[src/rtl/perceptron_trainer_if.sv]
// perceptron_trainer_if: host sample/control bus plus the perceptron drive/observe signals.
interface perceptron_trainer_if #(
    parameter int AW = 3
);
    logic          wr_en;
    logic [AW-1:0] wr_addr;
    logic [15:0]   wr_data;
    logic [AW:0]   num_samples;
    logic          start;
    logic          perc_out;
    logic [3:0]    perc_in1;
    logic [3:0]    perc_in2;
    logic [6:0]    perc_in3;
    logic          perc_desired;
    logic          busy;
    logic          done;
    logic          converged;
    logic [7:0]    epoch_cnt;
    logic [AW:0]   err_cnt;
    modport master (
        output wr_en, wr_addr, wr_data, num_samples, start, perc_out,
        input  perc_in1, perc_in2, perc_in3, perc_desired, busy, done, converged, epoch_cnt, err_cnt
    );
    modport slave (
        input  wr_en, wr_addr, wr_data, num_samples, start, perc_out,
        output perc_in1, perc_in2, perc_in3, perc_desired, busy, done, converged, epoch_cnt, err_cnt
    );
endinterface

[src/rtl/perceptron_trainer.sv]
// perceptron_trainer: replays a host-loaded sample buffer into a perceptron epoch by epoch,
// counting misclassifications until an error-free epoch or the epoch limit.
module perceptron_trainer #(
    parameter int DEPTH      = 8,
    parameter int AW         = 3,
    parameter int MAX_EPOCHS = 16
) (
    input logic                 clk,
    input logic                 reset,
    perceptron_trainer_if.slave bus
);
    localparam logic [2:0] IDLE = 3'd0, PRESENT = 3'd1, EVAL = 3'd2, EPOCH_END = 3'd3, DONE = 3'd4;
    localparam logic [AW:0] DEPTH_W = DEPTH[AW:0];
    localparam logic [7:0] MAX_W = MAX_EPOCHS[7:0];
    logic [2:0]    state;
    logic [15:0]   mem [DEPTH];
    logic [AW:0]   n, run_err, n_req;
    logic [AW-1:0] idx, load_idx;
    logic [15:0]   load_word;
    logic [7:0]    epoch_next;
    logic          desired, idle, last, miss, finish;
    always_comb begin
        idle = state == IDLE || state == DONE;
        load_idx = state == EVAL ? idx + 1'b1 : '0;
        // a write landing on the same edge as start must be seen by the first presented sample
        load_word = (idle && bus.wr_en && bus.wr_addr == load_idx) ? bus.wr_data : mem[load_idx];
        n_req = bus.num_samples > DEPTH_W ? DEPTH_W : bus.num_samples;
        last = {1'b0, idx} == n - 1'b1;
        miss = bus.perc_out != desired;
        epoch_next = bus.epoch_cnt + 8'd1;
        finish = run_err == '0 || epoch_next == MAX_W;
    end
    // outside EVAL the perceptron sees its own decision as the target, so it never updates
    assign bus.perc_desired = state == EVAL ? desired : bus.perc_out;
    assign bus.busy = state == PRESENT || state == EVAL || state == EPOCH_END;
    assign bus.done = state == DONE;
    always_ff @(posedge clk)
        if (idle && bus.wr_en) mem[bus.wr_addr] <= bus.wr_data;
    always_ff @(posedge clk or posedge reset)
        if (reset) begin
            state <= IDLE;
            n <= '0;
            idx <= '0;
            run_err <= '0;
            desired <= 1'b0;
            bus.perc_in1 <= '0;
            bus.perc_in2 <= '0;
            bus.perc_in3 <= '0;
            bus.converged <= 1'b0;
            bus.epoch_cnt <= '0;
            bus.err_cnt <= '0;
        end else begin
            case (state)
                IDLE, DONE: if (bus.start) begin
                    n <= n_req;
                    idx <= '0;
                    run_err <= '0;
                    bus.epoch_cnt <= '0;
                    bus.converged <= 1'b0;
                    state <= n_req == '0 ? DONE : PRESENT;
                    if (n_req != '0) {desired, bus.perc_in3, bus.perc_in2, bus.perc_in1} <= load_word;
                end
                PRESENT: state <= EVAL;
                EVAL: begin
                    run_err <= (miss && run_err != DEPTH_W) ? run_err + 1'b1 : run_err;
                    idx <= idx + 1'b1;
                    state <= last ? EPOCH_END : PRESENT;
                    {desired, bus.perc_in3, bus.perc_in2, bus.perc_in1} <= last ? '0 : load_word;
                end
                EPOCH_END: begin
                    bus.epoch_cnt <= epoch_next;
                    bus.err_cnt <= run_err;
                    bus.converged <= run_err == '0;
                    run_err <= '0;
                    idx <= '0;
                    state <= finish ? DONE : PRESENT;
                    if (!finish) {desired, bus.perc_in3, bus.perc_in2, bus.perc_in1} <= load_word;
                end
                default: state <= IDLE;
            endcase
        end
endmodule

[src/flat_wrapper.sv]
// flat-port wrapper written by rule: the top's interface ports become plain ports
module perceptron_trainer_flat 
#(
    parameter int DEPTH      = 8,
    parameter int AW         = 3,
    parameter int MAX_EPOCHS = 16
)
  (clk, reset, bus_wr_en, bus_wr_addr, bus_wr_data, bus_num_samples, bus_start, bus_perc_out, bus_perc_in1, bus_perc_in2, bus_perc_in3, bus_perc_desired, bus_busy, bus_done, bus_converged, bus_epoch_cnt, bus_err_cnt);
  perceptron_trainer_if #(.AW(AW)) bus_i ();
  input logic clk;
  input logic reset;
  input wire logic [$bits(bus_i.wr_en)-1:0] bus_wr_en;
  input wire logic [$bits(bus_i.wr_addr)-1:0] bus_wr_addr;
  input wire logic [$bits(bus_i.wr_data)-1:0] bus_wr_data;
  input wire logic [$bits(bus_i.num_samples)-1:0] bus_num_samples;
  input wire logic [$bits(bus_i.start)-1:0] bus_start;
  input wire logic [$bits(bus_i.perc_out)-1:0] bus_perc_out;
  output wire logic [$bits(bus_i.perc_in1)-1:0] bus_perc_in1;
  output wire logic [$bits(bus_i.perc_in2)-1:0] bus_perc_in2;
  output wire logic [$bits(bus_i.perc_in3)-1:0] bus_perc_in3;
  output wire logic [$bits(bus_i.perc_desired)-1:0] bus_perc_desired;
  output wire logic [$bits(bus_i.busy)-1:0] bus_busy;
  output wire logic [$bits(bus_i.done)-1:0] bus_done;
  output wire logic [$bits(bus_i.converged)-1:0] bus_converged;
  output wire logic [$bits(bus_i.epoch_cnt)-1:0] bus_epoch_cnt;
  output wire logic [$bits(bus_i.err_cnt)-1:0] bus_err_cnt;
  assign bus_i.wr_en = bus_wr_en;
  assign bus_i.wr_addr = bus_wr_addr;
  assign bus_i.wr_data = bus_wr_data;
  assign bus_i.num_samples = bus_num_samples;
  assign bus_i.start = bus_start;
  assign bus_i.perc_out = bus_perc_out;
  assign bus_perc_in1 = bus_i.perc_in1;
  assign bus_perc_in2 = bus_i.perc_in2;
  assign bus_perc_in3 = bus_i.perc_in3;
  assign bus_perc_desired = bus_i.perc_desired;
  assign bus_busy = bus_i.busy;
  assign bus_done = bus_i.done;
  assign bus_converged = bus_i.converged;
  assign bus_epoch_cnt = bus_i.epoch_cnt;
  assign bus_err_cnt = bus_i.err_cnt;
  perceptron_trainer #(.DEPTH(DEPTH), .AW(AW), .MAX_EPOCHS(MAX_EPOCHS)) u_core (.clk(clk), .reset(reset), .bus(bus_i));
endmodule
[config.mk]
export PLATFORM = sky130hd
export DESIGN_NAME = perceptron_trainer_flat
export DESIGN_NICKNAME = d
export VERILOG_FILES = /design/src/rtl/perceptron_trainer_if.sv /design/src/rtl/perceptron_trainer.sv /design/src/flat_wrapper.sv
export SDC_FILE = /design/constraint.sdc
export NUM_CORES = 1
export LEC_CHECK = 0
export CORE_MARGIN = 10
export CORE_UTILIZATION = 55
export CTS_BUF_LIST = sky130_fd_sc_hd__clkbuf_8
export CTS_CLUSTER_SIZE = 12
export DETAILED_ROUTE_END_ITERATION = 10
export GPL_ROUTABILITY_DRIVEN = 0
export PLACE_DENSITY = 0.76
export SYNTH_ARGS = -nofsm -noshare
export SYNTH_HDL_FRONTEND = slang
export SYNTH_SLANG_ARGS = --single-unit
[constraint.sdc]
create_clock -name clk -period 4.7 [get_ports clk]
set_input_delay 1.41 -clock clk [delete_from_list [all_inputs] [get_ports clk]]
set_output_delay 1.41 -clock clk [all_outputs]
set_load 0.02 [all_outputs]
Yosys cells after proc, flatten, opt, wreduce, memory -nomap -nowiden
Memories as Yosys holds them, arrays and structs flattened.
Cells that the tools add are included.

cells by class
  equality and inequality tests = 13
  muxes and demuxes = 37
  reductions and logical operators = 19
  add/subtract/negate cells = 4
  $lt $le $gt $ge = 1

operator list
  operator                                               number
  2-to-1 mux 4 bit                                       9
  one-hot mux 4 bit (3 select lines)                     3
  2-to-1 mux 16 bit                                      2
  2-to-1 mux 7 bit                                       3
  one-hot mux 7 bit (3 select lines)                     1
  one-hot mux 8 bit (2 select lines)                     1
  2-to-1 mux 3 bit                                       5
  one-hot mux 3 bit (4 select lines)                     1
  one-hot mux 3 bit (3 select lines)                     1
  adder 8 x 1 -> 8 bit (second input constant)           1
  == test 8 x 5 -> 1 bit (second input constant)         1
  logical NOT 4 bit                                      2
  2-to-1 mux 8 bit                                       1
  2-to-1 mux 1 bit                                       7
  == test 3 x 2 -> 1 bit (second input constant)         2
  inequality test 2 bit (second input constant)          3
  AND reduction 2 bit                                    3
  adder 4 x 1 -> 4 bit (second input constant)           1
  == test 3 x 4 -> 1 bit                                 1
  greater-than comparator 4 bit (second input constant)  1
  logical OR 1 bit                                       4
  inequality test 4 bit (second input constant)          1
  AND reduction 4 bit                                    1
  nonzero test 4 bit                                     1
  16 further kinds                                       18

storage, ports and cells
  register bits = 43
  memory bits (writable) = 128
  output and inout bits = 31
  memories = 1
  bits of input ports = 28
  logic and storage cells = 86

memory list
  name        depth  bits a word  rd ports  clocked after Yosys merged registers in  wr ports  RTL line                  RTL
  u_core.mem  8      16           1         0                                        1         perceptron_trainer.sv:16  logic [15:0] mem [DEPTH];

Longest topological paths before layout
Gate-level depths: netlist (run 1).

  word-level depth = 8
  depth in mapped cells = 9
  depth with buffers taken out = 7

Worst setup path before layout (run 1)
Ideal clock, no wire load.

  path kind = input port to output port
  start = input bus_perc_out
  end = output bus_perc_desired
  stages = 1
  arrival = 1.712 ns
  setup slack = 1.578 ns
  data required time = 3.290 ns
  buffers on the path = 0
  cell sequence = mux2_2

between the ends
  cells in the longest elaborated chain, start to end = 1

RTL lines
  item                RTL line                  RTL
  start: declaration  flat_wrapper.sv:17        input wire logic [$bits(bus_i.perc_out)-1:0] bus_perc_out;
  2-to-1 mux 1 bit    perceptron_trainer.sv:34  assign bus.perc_desired = state == EVAL ? desired : bus.perc_out;
  end: declaration    flat_wrapper.sv:21        output wire logic [$bits(bus_i.perc_desired)-1:0] bus_perc_desired;

Every way passes these cells.

Worst setup path after layout (run 1)
Ends and elaborated chain as after synthesis.

==> out/results.ini, run 1 <==
[run_status]
status=completed

[floorplanning]
coreArea_mm2=0.0127
die_x_um=134
io_pins=59
row_count=41
dieArea_mm2=0.0181
start_util=0.566
die_y_um=134

[worst_setup_path]
r2r_cells=6
worstPathArrival_ns=2.69
worst-path-max-fanout=2
required_ns=3.29
endpoint_kind=output pin
start_kind=input pin
crit_type=in2out

[cells_and_area]
n_fill_cell=952
multiInputGateArea_mm2=0.00209
drive_gt1_frac=0.101
regArea_mm2=0.00492
diodes=0
syn_to_final_growth_pct=16.8
final_nets=631

[global_route]
grt_overflow=0
antenna_found_initial=0
grt_max_degree=44
grt_pass1_vias=5007
grt_pass1_wl_um=26600
grt_usage=0.190

[clock_network]
clk_pin_slew_ns=0.08
clock_tree.htree_level_count=4
cts.sink_count=171
cts_buffer_depth=2
hold_buffers=0
clockRootBuffer=clkbuf_8
cts_tree=yes
post_cts_buffers=0
insertion_delay_ns=0.45
cts_buffers=17
cts_resized=0

[logic_synthesis]
yosysSeqAreaShare=0.684
synthArstFlopShare=0.251
synth_cell_types=54
synth_compound_area_frac=0.113
synth_area_mm2=0.00720
synth_top_family_by_area=compound AO/OA/AOI/OAI gates
synth_area_per_cell_um2=13.4
muxShareOfSynthArea=0.0476
syn_inst=536
synth_warnings=0
synthSimpleGateAreaFrac=0.105
ys_ff_latch=171
synth-xor-area-share=0.0146
synth-edff-count=128
synthAdderAreaFrac=0.00869
syn_nets=569
ys.flop_type=edfxtp_1

[sta]
layout_setup_ws_ns=0.597
fmax_mhz=244
finalSetupViolations=0
min_period_ns=4.10
finalCritPeriodShare=0.873
skew_ns=0.00916
rsz0062_at_grt=no
tightest_slew_ns=1.02
drv_slew=0
slew_headroom=0.320
finalHoldViolations=0
setup_tns_ns=0

[power]
vdd_drop_max_mv=0.252
power_density_mw_per_mm2=508
p_leak_nw=2.87
total_power_mw=4.27

[route]
ant_nets=0
drtPass1Iterations=5
wl_per_cell_um=21.7
routed_wl_um=17000
vias=4806
post_drt_via_cell_ratio=6.14
drt-initial-drc-count=455
drc=0

[run]
maxCapViolCount=0

[placement]
dpl_worst_slack_ns=0.602
io_buffers=58
hpwl_um=9970

[hold_path]
whs_path_depth=2
holdCritPathClass=reg2reg

-- registers in the layout, indices dropped and copies added (netlist names) --
register              cells
u_core.desired            1
u_core.bus.epoch_cnt      8
u_core.bus.perc_in3       7
u_core.run_err            4
u_core.idx                3
u_core.state              3
u_core.mem              128
u_core.bus.converged      1
u_core.bus.err_cnt        4
u_core.bus.perc_in2       4
u_core.n                  4
u_core.bus.perc_in1       4
-- synthesized netlist by cell type, drive strengths merged (2+ instances only) --
master / number / area share
a32oi: 16 / 0.019
nor4: 3 / 0.0043
a22o: 3 / 0.0037
mux2: 2 / 0.0031
and3: 2 / 0.0017
edfxtp: 128 / 0.53
clkbuf: 19 / 0.0099
ha: 5 / 0.0087
o21ai: 19 / 0.013
xnor2: 8 / 0.0097
xor2: 4 / 0.0049
a31oi: 16 / 0.014
or3: 2 / 0.0017
a22oi: 16 / 0.017
clkinv: 2 / 0.0012
nand2b: 8 / 0.0070
nand2: 78 / 0.041
nand3: 5 / 0.0035
a21boi: 2 / 0.0021
mux2i: 32 / 0.045
o2111ai: 2 / 0.0033
nor3b: 3 / 0.0038
o31ai: 2 / 0.0021
o22ai: 16 / 0.014
and2: 3 / 0.0026
buf: 14 / 0.013
nand3b: 2 / 0.0021
dfrtp: 43 / 0.15
nand4: 18 / 0.016
a21oi: 23 / 0.017
nor3: 4 / 0.0028
nor2: 17 / 0.0089
inv: 7 / 0.0037
-- critical path, stage by stage --
cell	delay, ns
clkdlybuf4s50_1	0.51
mux2_2	0.17
clkdlybuf4s50_1	0.61
-- per-stage QoR --
step / cell area [um2] / util / hold slack (ns) / std cells
floorplan: 7200 / - / 0.473 / 536
global placement: 7970 / 0.627 / 0.462 / 751
detailed placement: 7970 / 0.627 / 0.463 / 751
CTS: 8400 / 0.661 / 0.485 / 783
global route: 8400 / 0.661 / 0.526 / 783
finish: 8400 / 0.661 / 0.476 / 783
-- report_power, final --
part | total (mW) | leakage, nW | internal, mW | switching (mW)
Clock | 1.10 | 0.210 | 0.579 | 0.524
Combinational | 1.22 | 0.964 | 0.509 | 0.711
Sequential | 1.95 | 1.70 | 1.79 | 0.154
-- cell type report --
| type | instances | area share |
|---|---|---|
| Multi-Input combinational cell | 323 | 0.248 |
| Timing Repair Buffer | 76 | 0.0852 |
| Tap cell | 172 | 0.0256 |
| Clock inverter | 15 | 0.0234 |
| Clock buffer | 17 | 0.0278 |
| Sequential cell | 171 | 0.585 |
| Inverter | 9 | 0.00417 |
-- per-layer routing --
metal,global-route usage,up-vias,wire length (um)
li1,-,2171,-
met4,0.0834,0,442
met3,0.0474,38,1410
met2,0.322,243,8570
met1,0.224,2354,6580
met5,0,-,0
-- layout by cell type (no fill, tap or decap), types with 6 or more instances in the layout --
master           synthesis  layout
edfxtp_1               128     128
mux2i_1                 32      32
nor2_1                  17      17
nand2b_1                 8       8
xnor2_1                  8       8
a32oi_1                 16      16
o21ai_0                 18      18
nand4_1                 18      18
a31oi_1                 16      16
clkbuf_8                 0      17
a21oi_1                 22      22
nand2_1                 78      78
dfrtp_1                 43      43
buf_4                    1      18
clkdlybuf4s50_1          0      58
inv_1                    7       6
o22ai_1                 16      16
a22oi_1                 16      16
-- worst paths after layout --
check                                                     endpoint  slack (ns)                               from
max in group asynchronous       u_core.bus.perc_in1[0]$_DFFE_PP0P_        2.60                              reset
min in group asynchronous       u_core.bus.perc_in3[4]$_DFFE_PP0P_        1.50                              reset
worst min-delay path             u_core.bus.err_cnt[2]$_DFFE_PP0P_        0.48  u_core.bus.err_cnt[2]$_DFFE_PP0P_
worst max-delay path                              bus_perc_desired        0.60                       bus_perc_out
worst max register to register  u_core.bus.perc_in3[6]$_DFFE_PP0P_        1.83        u_core.state[2]$_DFFE_PP0P_
worst min register to register   u_core.bus.err_cnt[2]$_DFFE_PP0P_        0.48  u_core.bus.err_cnt[2]$_DFFE_PP0P_
-- logic make-up (layout without fill, tap and decap cells) --
kind of cell             count (synthesis)  count (layout)
flip-flops                             171             171
AND/OR/NAND/NOR                        152             152
AO/OA/AOI/OAI                          120             120
buffers and inverters                   42             117
multiplexers                            34              34
XOR/XNOR                                12              12
adder cells (fa/ha/maj)                  5               5
Power figures use the tool's default switching activity.
==> inputs of run 2 (changes only) <==
--- a/config.mk
+++ b/config.mk
@@ -11,7 +11,8 @@
 export CTS_CLUSTER_SIZE = 12
 export DETAILED_ROUTE_END_ITERATION = 10
 export GPL_ROUTABILITY_DRIVEN = 0
-export PLACE_DENSITY = 0.76
+export PLACE_DENSITY = 0.8
+export SETUP_SLACK_MARGIN = 0.5
 export SYNTH_ARGS = -nofsm -noshare
 export SYNTH_HDL_FRONTEND = slang
 export SYNTH_SLANG_ARGS = --single-unit
==> run 2 against run 1 <==
Against the previous run:
- clock power shrank 11%
- maximum frequency grew 0.97%
- largest power group unchanged
- first-iteration DRC count grew 15%
- die area is the same
- sequential share of layout area grew 0.41 points
- global-route usage shrank 0.28 points
- cell area shrank 0.70%
- utilization shrank 0.46 points
- non-clock buffer count shrank 1
- flip-flop and latch count is the same
==> out/results.ini, run 2 (synthesis results as in run 1) <==
[run_status]
status=completed

[cells_and_area]
largest_reg_flops=128
syn_to_final_growth_pct=16.0
n_fill_cell=966
final_nets=630
final_common_cell=edfxtp_1
final_cell_mix=edfxtp_1, nand2_1, clkdlybuf4s50_1
diodes=0
drive_gt1_frac=0.0934
regMostFlops=u_core.mem
utilization=0.656
largestRegisters=u_core.mem: 128 flops, u_core.bus.epoch_cnt: 8 flops, u_core.bus.perc_in3: 7 flops

[route]
post_drt_via_cell_ratio=6.16
drtPass1Iterations=5
wl_per_cell_um=21.4
ant_nets=0
drc=0
vias=4821
routed_wl_um=16700
drt-initial-drc-count=521

[sta]
finalHoldViolations=0
skew_ns=0.00932
finalCritPeriodShare=0.865
slew_headroom=0.377
drv_slew=0
fmax_mhz=246
tightest_slew_ns=0.935
rsz0062_at_grt=no
min_period_ns=4.06
finalSetupViolations=0
setup_tns_ns=0

[worst_setup_path]
max_stage_delay_ns=0.54
required_ns=3.29
path_delay_family=buffers and inverters
critPathBufInv=2
crit_chain=clkdlybuf4s50_1, mux2_2, clkdlybuf4s50_1
worst-path-max-fanout=2
worstPathArrival_ns=2.65
endpoint_kind=output pin
cpMostUsedCell=clkdlybuf4s50_1
slowest_stage=clkdlybuf4s50_1
crit_type=in2out
start_kind=input pin

[run]
maxCapViolCount=0

[floorplanning]
io_pins=59
die_x_um=134
die_y_um=134
coreArea_mm2=0.0127
row_count=41
dieArea_mm2=0.0181
start_util=0.566

[global_route]
grt_overflow=0
grt_pass1_vias=4798
grt_pass1_wl_um=26100
grt_usage=0.188
grt_max_degree=44
antenna_found_initial=0

[placement]
io_buffers=58
hpwl_um=10100

[clock_network]
cts_buffer_depth=2
clockRootBuffer=clkbuf_8
clock_tree.htree_level_count=4
cts_tree=yes
cts_resized=0
post_cts_buffers=0
insertion_delay_ns=0.46
hold_buffers=0
cts_buffers=17
cts.sink_count=171
clk_pin_slew_ns=0.08

[power]
vdd_drop_max_mv=0.348
p_leak_nw=2.87
power_density_mw_per_mm2=497

[hold_path]
holdCritPathClass=reg2reg

## run 2: stage by stage
step	total power [mW]	worst slack [ns]	area, um2	hold slack, ns	instances
after global placement	3.15	0.648	7970	0.467	750
after floorplan	2.74	1.58	7200	0.473	536
after global routing	4.35	0.586	8350	0.520	782
after CTS	4.17	0.626	8350	0.490	782
final	4.15	0.637	8350	0.494	782
after detailed placement	3.20	0.635	7970	0.471	750
## run 2: power breakdown
| group | internal, mW | switching [mW] |
|---|---|---|
| sequential | 1.79 | 0.160 |
| clock | 0.480 | 0.504 |
| combinational | 0.509 | 0.703 |
## run 2: cell type report
class                      count  area, um2  share of cell area
clock buffer                  18        248              0.0297
clock inverter                14        131              0.0157
inverter                       9       35.0             0.00420
multi-input combinational    323       2090               0.250
sequential                   171       4920               0.590
tap                          172        215              0.0258
timing repair buffer          75        708              0.0849
## run 2: worst paths after layout
| check | start | to | slack, ns | cells past startpoint |
|---|---|---|---|---|
| max | bus_perc_out | bus_perc_desired | 0.64 | 3 |
| min | u_core.bus.converged$_DFFE_PP0P_ | u_core.bus.converged$_DFFE_PP0P_ | 0.49 | 1 |
| max reg2reg | u_core.state[2]$_DFFE_PP0P_ | u_core.bus.perc_in1[2]$_DFFE_PP0P_ | 1.55 | 5 |
| min in group asynchronous | reset | u_core.bus.epoch_cnt[0]$_DFFE_PP0P_ | 1.49 | 2 |
| min reg2reg | u_core.bus.converged$_DFFE_PP0P_ | u_core.bus.converged$_DFFE_PP0P_ | 0.49 | 1 |
| max in group asynchronous | reset | u_core.bus.perc_in1[1]$_DFFE_PP0P_ | 2.63 | 2 |
## run 2: layer usage
metal  vias to the layer above  GRT usage  share of wire
li1                       2160          -              -
met1                      2396      0.218           0.37
met2                       229      0.322           0.52
met3                        36     0.0444          0.084
met4                         0     0.0822          0.023
met5                         -          0              0
==> inputs of run 3 (changes only) <==
--- a/config.mk
+++ b/config.mk
@@ -5,13 +5,15 @@
 export SDC_FILE = /design/constraint.sdc
 export NUM_CORES = 1
 export LEC_CHECK = 0
+export CELL_PAD_IN_SITES_DETAIL_PLACEMENT = 0
+export CELL_PAD_IN_SITES_GLOBAL_PLACEMENT = 2
 export CORE_MARGIN = 10
-export CORE_UTILIZATION = 55
+export CORE_UTILIZATION = 46
 export CTS_BUF_LIST = sky130_fd_sc_hd__clkbuf_8
 export CTS_CLUSTER_SIZE = 12
 export DETAILED_ROUTE_END_ITERATION = 10
 export GPL_ROUTABILITY_DRIVEN = 0
-export PLACE_DENSITY = 0.8
+export PLACE_DENSITY = 0.92
 export SETUP_SLACK_MARGIN = 0.5
 export SYNTH_ARGS = -nofsm -noshare
 export SYNTH_HDL_FRONTEND = slang
==> constraint.sdc (replaced) <==
create_clock -name clk -period 4.7 [get_ports clk]
set_input_delay 0.47 -clock clk [delete_from_list [all_inputs] [get_ports clk]]
set_output_delay 0.47 -clock clk [all_outputs]
set_load 0.02 [all_outputs]
==> run 3 against run 2 <==
Against the previous run:
- sequential power about the same
- via count down 2.3%
- clock skew down 0.0016 ns
- largest power group unchanged
==> out/results.ini, run 3 (synthesis results as in run 1) <==
[clock_network]
insertion_delay_ns=0.47
clk_pin_slew_ns=0.09
cts.sink_count=171
cts_buffer_depth=2
cts_buffers=17
cts_tree=yes
post_cts_buffers=0
clock_tree.htree_level_count=4
cts_resized=0
hold_buffers=0
clockRootBuffer=clkbuf_8

[placement]
place_area_mm2=0.00799
dpl_worst_slack_ns=1.53
placedCellCount=785
io_buffers=58
hpwl_um=10500

[floorplanning]
io_pins=59
dieArea_mm2=0.0210
die_y_um=145
coreArea_mm2=0.0153
die_x_um=145
row_count=45
start_util=0.472

[global_route]
grt_overflow=0
grt_pass1_wl_um=26900
grt_pass1_vias=4778
antenna_found_initial=0
grt_usage=0.162
grt_max_degree=44

[route]
routed_wl_um=17200
drtPass1Iterations=4
drt-initial-drc-count=443
wl_per_cell_um=21.1
post_drt_via_cell_ratio=5.77
vias=4711
ant_nets=0
drc=0

[cells_and_area]
syn_to_final_growth_pct=16.7
largest_reg_flops=128
n_fill_cell=1272
drive_gt1_frac=0.0941
utilization=0.550
stdcell_count=817
fin_area_mm2=0.00839
regArea_mm2=0.00492
final_common_cell=edfxtp_1
final_nets=626
multiInputGateArea_mm2=0.00210
largestRegisters=u_core.mem: 128 flops, u_core.bus.epoch_cnt: 8 flops, u_core.bus.perc_in3: 7 flops
regMostFlops=u_core.mem
diodes=0
final_cell_mix=edfxtp_1, nand2_1, clkdlybuf4s50_1

[worst_setup_path]
slowest_stage=a21oi_2
crit_chain=nand3b_1, nor3b_1, a21oi_2, and2_1, a31oi_1
endpoint_kind=register
required_ns=5.02
start_kind=register
critPathBufInv=0
crit_type=reg2reg
r2r_slack_ns=1.53
worst-path-max-fanout=17
worstPathArrival_ns=3.49
max_stage_delay_ns=0.72
path_delay_family=simple AND/OR/NAND/NOR gates

[sta]
setup_tns_ns=0
tightest_slew_ns=1.09
slew_headroom=0.269
fmax_mhz=316
skew_ns=0.00773
finalSetupViolations=0
rsz0062_at_grt=no
layout_setup_ws_ns=1.53
finalHoldViolations=0
drv_slew=0
finalCritPeriodShare=0.674
min_period_ns=3.17
whs_ns=0.491

[power]
p_leak_nw=2.83
power_density_mw_per_mm2=499
total_power_mw=4.19
vdd_drop_max_mv=0.300

[hold_path]
holdCritPathClass=reg2reg

[run_status]
status=completed

[run]
maxCapViolCount=0

## run 3: layout make-up
type | count | area share
inverters | 9 | 0.00417
well taps | 211 | 0.0315
flip-flops and latches | 171 | 0.586
clock inverters | 15 | 0.0198
clock buffers | 17 | 0.0279
repair buffers | 71 | 0.0808
multi-input cells | 323 | 0.250
## run 3: metal layers
layer / GRT usage / vias up / share of wire
met5: 0 / - / 0
met4: 0.0602 / 0 / 0.018
met3: 0.0379 / 31 / 0.058
met2: 0.269 / 183 / 0.50
met1: 0.203 / 2338 / 0.43
li1: - / 2159 / -
## run 3: tightest hold or removal path, cell delays in order, from the launching register on
cell	delay, ns
dfrtp_1	0.36
nand2_1	0.05
o21ai_0	0.06
## run 3: final timing paths
kind,startpoint,endpoint,depth (start not counted)
worst max-delay path,u_core.state[2]$_DFFE_PP0P_,u_core.bus.perc_in2[0]$_DFFE_PP0P_,5
worst min-delay path,u_core.bus.err_cnt[0]$_DFFE_PP0P_,u_core.bus.err_cnt[0]$_DFFE_PP0P_,2
worst max register to register,u_core.state[2]$_DFFE_PP0P_,u_core.bus.perc_in2[0]$_DFFE_PP0P_,5
worst min register to register,u_core.bus.err_cnt[0]$_DFFE_PP0P_,u_core.bus.err_cnt[0]$_DFFE_PP0P_,2
max in group asynchronous,reset,u_core.desired$_DFFE_PP0P_,2
min in group asynchronous,reset,u_core.run_err[0]$_DFFE_PP0P_,2
## run 3: where the power goes
part	internal, mW	total, mW	switching (mW)
clock	0.481	1.04	0.557
combinational	0.499	1.20	0.703
sequential	1.79	1.95	0.157
